## src/rtl/uart_dev.sv

```systemverilog
// uart_dev: memory-mapped 8N1 UART with combinational register reads,
// a programmable baud divisor and a level interrupt for the bridge.
module uart_dev #(
    parameter logic [15:0] DEFAULT_DIV = 16'd434
) (
    input  logic        CLK,
    input  logic        RST,
    input  logic [2:0]  Addr,
    input  logic        WE,
    input  logic [31:0] WD,
    output logic [31:0] RD,
    output logic        IRQ,
    input  logic        uart_rxd,
    output logic        uart_txd
);

    typedef enum logic [1:0] {
        TX_IDLE  = 2'd0,
        TX_START = 2'd1,
        TX_DATA  = 2'd2,
        TX_STOP  = 2'd3
    } tx_state_t;

    typedef enum logic [1:0] {
        RX_IDLE  = 2'd0,
        RX_START = 2'd1,
        RX_DATA  = 2'd2,
        RX_STOP  = 2'd3
    } rx_state_t;

    // Register-file state
    logic [1:0]  r_ier;
    logic [15:0] r_div;
    logic [7:0]  r_rx_data;
    logic        r_rx_valid;
    logic        r_overrun;
    logic        r_frame_err;

    // Transmitter state
    tx_state_t   r_tx_state,  w_tx_state_n;
    logic [15:0] r_tx_cnt,    w_tx_cnt_n;
    logic [2:0]  r_tx_bit,    w_tx_bit_n;
    logic [7:0]  r_tx_shift,  w_tx_shift_n;
    logic [15:0] r_tx_div,    w_tx_div_n;
    logic        r_txd,       w_txd_n;

    // Receiver state
    logic        r_rx_s1;
    logic        r_rx_s2;
    logic        r_rx_prev;
    rx_state_t   r_rx_state,  w_rx_state_n;
    logic [15:0] r_rx_cnt,    w_rx_cnt_n;
    logic [2:0]  r_rx_bit,    w_rx_bit_n;
    logic [7:0]  r_rx_shift,  w_rx_shift_n;
    logic [15:0] r_rx_div,    w_rx_div_n;
    logic        w_rx_done;

    // Decoded write strobes and derived status
    logic        w_wr_data;
    logic        w_wr_ier;
    logic        w_wr_lsr;
    logic        w_wr_div;
    logic [15:0] w_div_clamped;
    logic        w_tx_ready;
    logic        w_rx_pend;
    logic        w_tx_pend;

    assign w_wr_data     = WE && (Addr == 3'd0);
    assign w_wr_ier      = WE && (Addr == 3'd1);
    assign w_wr_lsr      = WE && (Addr == 3'd5);
    assign w_wr_div      = WE && (Addr == 3'd6);
    assign w_div_clamped = (WD[15:0] < 16'd2) ? 16'd2 : WD[15:0];

    assign w_tx_ready = (r_tx_state == TX_IDLE);
    assign w_rx_pend  = r_rx_valid & r_ier[0];
    assign w_tx_pend  = w_tx_ready & r_ier[1];
    assign IRQ        = w_rx_pend | w_tx_pend;
    assign uart_txd   = r_txd;

    // Combinational register read mux
    always_comb begin
        RD = '0;
        case (Addr)
            3'd0:    RD = {24'b0, r_rx_data};
            3'd1:    RD = {30'b0, r_ier};
            3'd2:    RD = {30'b0, w_tx_pend, w_rx_pend};
            3'd5:    RD = {26'b0, w_tx_ready, 2'b0, r_frame_err, r_overrun, r_rx_valid};
            3'd6:    RD = {16'b0, r_div};
            default: RD = '0;
        endcase
    end

    // Control registers: interrupt enables and baud divisor
    always_ff @(posedge CLK or posedge RST) begin
        if (RST) begin
            r_ier <= '0;
            r_div <= DEFAULT_DIV;
        end else begin
            if (w_wr_ier) r_ier <= WD[1:0];
            if (w_wr_div) r_div <= w_div_clamped;
        end
    end

    // TX state register; line idles high and is forced high by reset
    always_ff @(posedge CLK or posedge RST) begin
        if (RST) begin
            r_tx_state <= TX_IDLE;
            r_tx_cnt   <= '0;
            r_tx_bit   <= '0;
            r_tx_shift <= '0;
            r_tx_div   <= DEFAULT_DIV;
            r_txd      <= 1'b1;
        end else begin
            r_tx_state <= w_tx_state_n;
            r_tx_cnt   <= w_tx_cnt_n;
            r_tx_bit   <= w_tx_bit_n;
            r_tx_shift <= w_tx_shift_n;
            r_tx_div   <= w_tx_div_n;
            r_txd      <= w_txd_n;
        end
    end

    // TX next-state: each state holds for div cycles, counter runs div-1 down to 0
    always_comb begin
        w_tx_state_n = r_tx_state;
        w_tx_cnt_n   = r_tx_cnt;
        w_tx_bit_n   = r_tx_bit;
        w_tx_shift_n = r_tx_shift;
        w_tx_div_n   = r_tx_div;
        w_txd_n      = r_txd;
        case (r_tx_state)
            TX_IDLE: begin
                w_txd_n = 1'b1;
                if (w_wr_data) begin
                    w_tx_state_n = TX_START;
                    w_txd_n      = 1'b0;
                    w_tx_shift_n = WD[7:0];
                    w_tx_div_n   = r_div;
                    w_tx_cnt_n   = r_div - 16'd1;
                end
            end
            TX_START: begin
                if (r_tx_cnt != 16'd0) begin
                    w_tx_cnt_n = r_tx_cnt - 16'd1;
                end else begin
                    w_tx_state_n = TX_DATA;
                    w_txd_n      = r_tx_shift[0];
                    w_tx_shift_n = {1'b0, r_tx_shift[7:1]};
                    w_tx_bit_n   = 3'd0;
                    w_tx_cnt_n   = r_tx_div - 16'd1;
                end
            end
            TX_DATA: begin
                if (r_tx_cnt != 16'd0) begin
                    w_tx_cnt_n = r_tx_cnt - 16'd1;
                end else if (r_tx_bit == 3'd7) begin
                    w_tx_state_n = TX_STOP;
                    w_txd_n      = 1'b1;
                    w_tx_cnt_n   = r_tx_div - 16'd1;
                end else begin
                    w_txd_n      = r_tx_shift[0];
                    w_tx_shift_n = {1'b0, r_tx_shift[7:1]};
                    w_tx_bit_n   = r_tx_bit + 3'd1;
                    w_tx_cnt_n   = r_tx_div - 16'd1;
                end
            end
            TX_STOP: begin
                if (r_tx_cnt != 16'd0) begin
                    w_tx_cnt_n = r_tx_cnt - 16'd1;
                end else begin
                    w_tx_state_n = TX_IDLE;
                    w_txd_n      = 1'b1;
                end
            end
            default: begin
                w_tx_state_n = TX_IDLE;
                w_txd_n      = 1'b1;
            end
        endcase
    end

    // Two-flop synchroniser plus delayed copy for falling-edge detection
    always_ff @(posedge CLK or posedge RST) begin
        if (RST) begin
            r_rx_s1   <= 1'b1;
            r_rx_s2   <= 1'b1;
            r_rx_prev <= 1'b1;
        end else begin
            r_rx_s1   <= uart_rxd;
            r_rx_s2   <= r_rx_s1;
            r_rx_prev <= r_rx_s2;
        end
    end

    // RX state register
    always_ff @(posedge CLK or posedge RST) begin
        if (RST) begin
            r_rx_state <= RX_IDLE;
            r_rx_cnt   <= '0;
            r_rx_bit   <= '0;
            r_rx_shift <= '0;
            r_rx_div   <= DEFAULT_DIV;
        end else begin
            r_rx_state <= w_rx_state_n;
            r_rx_cnt   <= w_rx_cnt_n;
            r_rx_bit   <= w_rx_bit_n;
            r_rx_shift <= w_rx_shift_n;
            r_rx_div   <= w_rx_div_n;
        end
    end

    // RX next-state: half-bit to the start centre, then full bits to each centre
    always_comb begin
        w_rx_state_n = r_rx_state;
        w_rx_cnt_n   = r_rx_cnt;
        w_rx_bit_n   = r_rx_bit;
        w_rx_shift_n = r_rx_shift;
        w_rx_div_n   = r_rx_div;
        w_rx_done    = 1'b0;
        case (r_rx_state)
            RX_IDLE: begin
                if (!r_rx_s2 && r_rx_prev) begin
                    w_rx_state_n = RX_START;
                    w_rx_div_n   = r_div;
                    w_rx_cnt_n   = {1'b0, r_div[15:1]} - 16'd1;
                end
            end
            RX_START: begin
                if (r_rx_cnt != 16'd0) begin
                    w_rx_cnt_n = r_rx_cnt - 16'd1;
                end else if (r_rx_s2) begin
                    w_rx_state_n = RX_IDLE;
                end else begin
                    w_rx_state_n = RX_DATA;
                    w_rx_bit_n   = 3'd0;
                    w_rx_cnt_n   = r_rx_div - 16'd1;
                end
            end
            RX_DATA: begin
                if (r_rx_cnt != 16'd0) begin
                    w_rx_cnt_n = r_rx_cnt - 16'd1;
                end else begin
                    w_rx_shift_n = {r_rx_s2, r_rx_shift[7:1]};
                    w_rx_cnt_n   = r_rx_div - 16'd1;
                    if (r_rx_bit == 3'd7) begin
                        w_rx_state_n = RX_STOP;
                    end else begin
                        w_rx_bit_n = r_rx_bit + 3'd1;
                    end
                end
            end
            RX_STOP: begin
                if (r_rx_cnt != 16'd0) begin
                    w_rx_cnt_n = r_rx_cnt - 16'd1;
                end else begin
                    w_rx_done    = 1'b1;
                    w_rx_state_n = RX_IDLE;
                end
            end
            default: w_rx_state_n = RX_IDLE;
        endcase
    end

    // RX holding register and line status; a same-cycle LSR clear lets the new byte in
    always_ff @(posedge CLK or posedge RST) begin
        if (RST) begin
            r_rx_data   <= '0;
            r_rx_valid  <= 1'b0;
            r_overrun   <= 1'b0;
            r_frame_err <= 1'b0;
        end else begin
            if (w_wr_lsr) begin
                r_rx_valid  <= 1'b0;
                r_overrun   <= 1'b0;
                r_frame_err <= 1'b0;
            end
            if (w_rx_done) begin
                if (r_rx_valid && !w_wr_lsr) begin
                    r_overrun <= 1'b1;
                end else begin
                    r_rx_data   <= r_rx_shift;
                    r_rx_valid  <= 1'b1;
                    r_frame_err <= ~r_rx_s2;
                end
            end
        end
    end

endmodule
```

## config.mk

```make
export PLATFORM = sky130hd
export DESIGN_NAME = uart_dev
export DESIGN_NICKNAME = d
export VERILOG_FILES = /design/src/rtl/uart_dev.sv
export SDC_FILE = /design/constraint.sdc
export NUM_CORES = 1
export LEC_CHECK = 0
export BUFFER_PORTS_ARGS = -buffer_cell sky130_fd_sc_hd__buf_2
export CAP_MARGIN = 20
export CORE_ASPECT_RATIO = 1.2
export CORE_MARGIN = 10
export CORE_UTILIZATION = 40
export DETAILED_ROUTE_END_ITERATION = 8
export GPL_ROUTABILITY_DRIVEN = 0
export GPL_TIMING_DRIVEN = 1
export PLACE_DENSITY_LB_ADDON = 0.25
export SYNTH_ARGS = -nofsm -noshare
export SYNTH_HDL_FRONTEND = slang
export SYNTH_SLANG_ARGS = --single-unit
```

## constraint.sdc

```tcl
create_clock -name CLK -period 4.6 [get_ports CLK]
set_input_delay 0.92 -clock CLK [delete_from_list [all_inputs] [get_ports CLK]]
set_output_delay 0.92 -clock CLK [all_outputs]
set_load 0.01 [all_outputs]
```

==> impl_metrics.env <==
export IMPL_diodes=0
export IMPL_hp_class="reg -> reg"
export IMPL_io_buffers=40
export IMPL_hpwl_mm=14.9
export IMPL_synth_edf_count=0
export IMPL_drive_gt1_share_pct=19.5
export IMPL_p_total_mw=4.22
export IMPL_ir_worst_vdd_v=0.000317
export IMPL_hold_viol_final=0
export IMPL_final_antenna_net_count=0
export IMPL_path_class="in -> out"
export IMPL_drt_iter0_markers=521
export IMPL_tns_ns=0
export IMPL_cts_hold_buf=0
export IMPL_async_flop_share_pct=100
export IMPL_crit_buf_inv=3
export IMPL_synth_area_sq_mm=0.00790
export IMPL_ys_types=71
export IMPL_post_route_drc_count=0
export IMPL_cts_tree="built"
export IMPL_layout_cells_non_filler=1144
export IMPL_dp_worst_setup_slack_ns=1.25
export IMPL_p_per_area_mw_per_mm2=476
export IMPL_routedWlPerCell_um=18.2
export IMPL_cts_root_buf="clkbuf_16"
export IMPL_vias=6338
export IMPL_setup_slack_ns=1.33
export IMPL_required_ns=3.68
export IMPL_tightestPinTransition_ns=1.07
export IMPL_die_height_um=174
export IMPL_period_needed_ns=3.27
export IMPL_ios=73
export IMPL_wl_mm=20.8
export IMPL_cp_cell_sequence="buf_2, inv_1, ha_1, and2_1, nand3_1, o21ai_0, buf_2"
export IMPL_syn_inst=849
export IMPL_grt_pass1_wl_mm=34.1
export IMPL_fill_cells=1944
export IMPL_core_sq_mm=0.0195
export IMPL_hold_ws_ns=0.355
export IMPL_cts_num_sinks=123
export IMPL_place_area_sq_mm=0.00826
export IMPL_finalSetupViolCount=0
export IMPL_end_kind="output pin"
export IMPL_path_clk_slew_ns=0.06
export IMPL_post_place_cells=1111
export IMPL_maxCapViolCount=0
export IMPL_clock_skew_ns=0.0108
export IMPL_final_nets=933
export IMPL_clockBufferDepth=2
export IMPL_critPathArrivalTime_ns=2.35
export IMPL_h_tree_depth=4
export IMPL_min_period_over_period_pct=71.2
export IMPL_initial_core_util_pct=40.5
export IMPL_relSlewSlack_pct=28.8
export IMPL_firstDrtPassIters=5
export IMPL_max_freq_ghz=0.306
export IMPL_cts_made_buffers=17
export IMPL_synth_main_ff_cell="dfrtp_1"
export IMPL_cts_resized=0
export IMPL_rsz0062_at_grt="no"
export IMPL_power_leakage_nw=3.83
export IMPL_die_x_um=148
export IMPL_ys_seq_elements=123
export IMPL_crit_slowest_cell="ha_1"
export IMPL_syn_area_per_cell_sq_um=9.30
export IMPL_cts_setup_buffers=0
export IMPL_cpPeakStageDelay_ns=0.52
export IMPL_area_growth_synth_to_final_pct=12.1
export IMPL_start_kind="input port"
export IMPL_ys_seq_area_share_pct=39.3
export IMPL_crit_top_cell="buf_2"
export IMPL_yosysWarnings=0
export IMPL_status="finished, final reports clean"
export IMPL_final_cell_area_sq_mm=0.00886
export IMPL_grt_start_max_net_pins=69
export IMPL_clk_latency_ns=0.43
export IMPL_grt_pass1_vias=6272
export IMPL_drv_slew=0
export IMPL_critical_path_top_delay_family="adder cells"
export IMPL_post_route_util_pct=45.5
export IMPL_rows=56
export IMPL_grt_overflow_total=0
export IMPL_dieArea_sq_mm=0.0258
export IMPL_vias_per_cell=5.54
export IMPL_crit_fanout=15
export IMPL_antenna_found_initial=0
export IMPL_grt_util_all_layers_pct=16.3
==> synth_stat cells (3+ instances only) <==
master | number | area, sq um
or4_4 | 3 | 33.8
buf_2 | 3 | 15.0
o22ai_1 | 7 | 43.8
dfrtp_1 | 104 | 2600
and2_1 | 4 | 25.0
nor3_1 | 19 | 95.1
nand2_1 | 89 | 334
buf_4 | 16 | 120
nor2b_1 | 3 | 18.8
clkbuf_1 | 41 | 154
nand3b_1 | 4 | 30.0
a21o_1 | 3 | 22.5
ha_1 | 24 | 300
nor2_1 | 49 | 184
mux2_2 | 58 | 653
dfstp_2 | 19 | 499
a221oi_1 | 5 | 43.8
a211oi_1 | 3 | 22.5
or4_1 | 11 | 82.6
nand2b_1 | 3 | 18.8
a21boi_0 | 3 | 22.5
inv_1 | 33 | 124
mux2i_1 | 13 | 130
a22o_1 | 14 | 123
a32o_1 | 3 | 30.0
nand3_1 | 29 | 145
nor4_1 | 17 | 106
nand4_1 | 4 | 25.0
o31ai_1 | 7 | 52.6
o2111ai_1 | 4 | 35.0
a22oi_1 | 4 | 30.0
o21ai_0 | 44 | 220
and3_1 | 10 | 62.6
nor3b_1 | 6 | 45.0
a21oi_1 | 45 | 225
a31oi_1 | 12 | 75.1
a221o_1 | 3 | 30.0
buf_1 | 3 | 11.3
xnor2_1 | 40 | 350
o211ai_1 | 9 | 67.6
o311ai_0 | 4 | 35.0
or3_1 | 13 | 81.3
xor2_1 | 27 | 236
a311o_1 | 3 | 30.0
==> report_power, final <==
part,internal [mW],switching (mW),total (mW),leakage [nW]
logic,0.571,0.722,1.29,2.04
clock network,0.809,0.536,1.34,0.281
registers,1.29,0.288,1.58,1.51
total,2.67,1.55,4.22,3.83
==> registers in the layout (all words and copies together), names as in the netlist, 8 cells and up, named ones only <==
register	flops
r_div	16
r_rx_cnt	16
r_rx_div	16
r_tx_cnt	16
r_tx_div	16
r_rx_data	8
r_rx_shift	8
r_tx_shift	8
==> area by class of cell <==
type	instances	area (sq um)	area share [%]
clock buffer	18	429	4.85
clock inverter	14	163	1.84
inverter	33	126	1.43
multi-input combinational	644	4420	49.9
sequential	123	3100	35.0
tap	261	327	3.69
timing repair buffer	51	293	3.31
==> final timing paths <==
path	cells past startpoint	start	endpoint	slack (ns)
setup / recovery	7	Addr[0]	RD[7]	1.33
hold / removal	0	r_rx_s1$_DFF_PP1_	r_rx_s2$_DFF_PP1_	0.35
setup reg to reg	8	r_tx_cnt[0]$_DFFE_PP0P_	r_tx_cnt[7]$_DFFE_PP0P_	1.59
hold reg to reg	0	r_rx_s1$_DFF_PP1_	r_rx_s2$_DFF_PP1_	0.35
max in group asynchronous	3	RST	r_rx_s1$_DFF_PP1_	3.10
min in group asynchronous	2	RST	r_tx_cnt[12]$_DFFE_PP0P_	0.63
==> metal layers <==
metal	part of all wire (%)	up-vias	GRT usage, %
met5	0	-	0
met4	3.0	0	7.36
met3	3.7	38	3.07
met2	50	177	27.4
met1	43	3037	19.6
li1	-	3086	-
==> cells by family (layout without fill, tap and decap cells) <==
family	Yosys count	count (layout)	share of synthesized area, %
DFF	123	123	39.3
xor gates and xnor gates	67	67	7.43
buffers and inverters	97	116	5.51
muxes	71	71	9.92
and+or+nand+nor	277	277	18.0
other	1	16	0.0475
adders and majority gates	24	24	3.80
AOI/OAI and AO/OA	189	189	16.0
==> cells in the final DEF, fill, tap and decap left out, drive strengths merged, types with 24 or more instances in the layout <==
cell and instances:
mux2 58, dfrtp 104, inv 37, xor2 27, buf 51, a21oi 45
o21ai 45, nand3 29, ha 24, nand2 90, nor2 50, xnor2 40
Power figures use the tool's default switching activity.
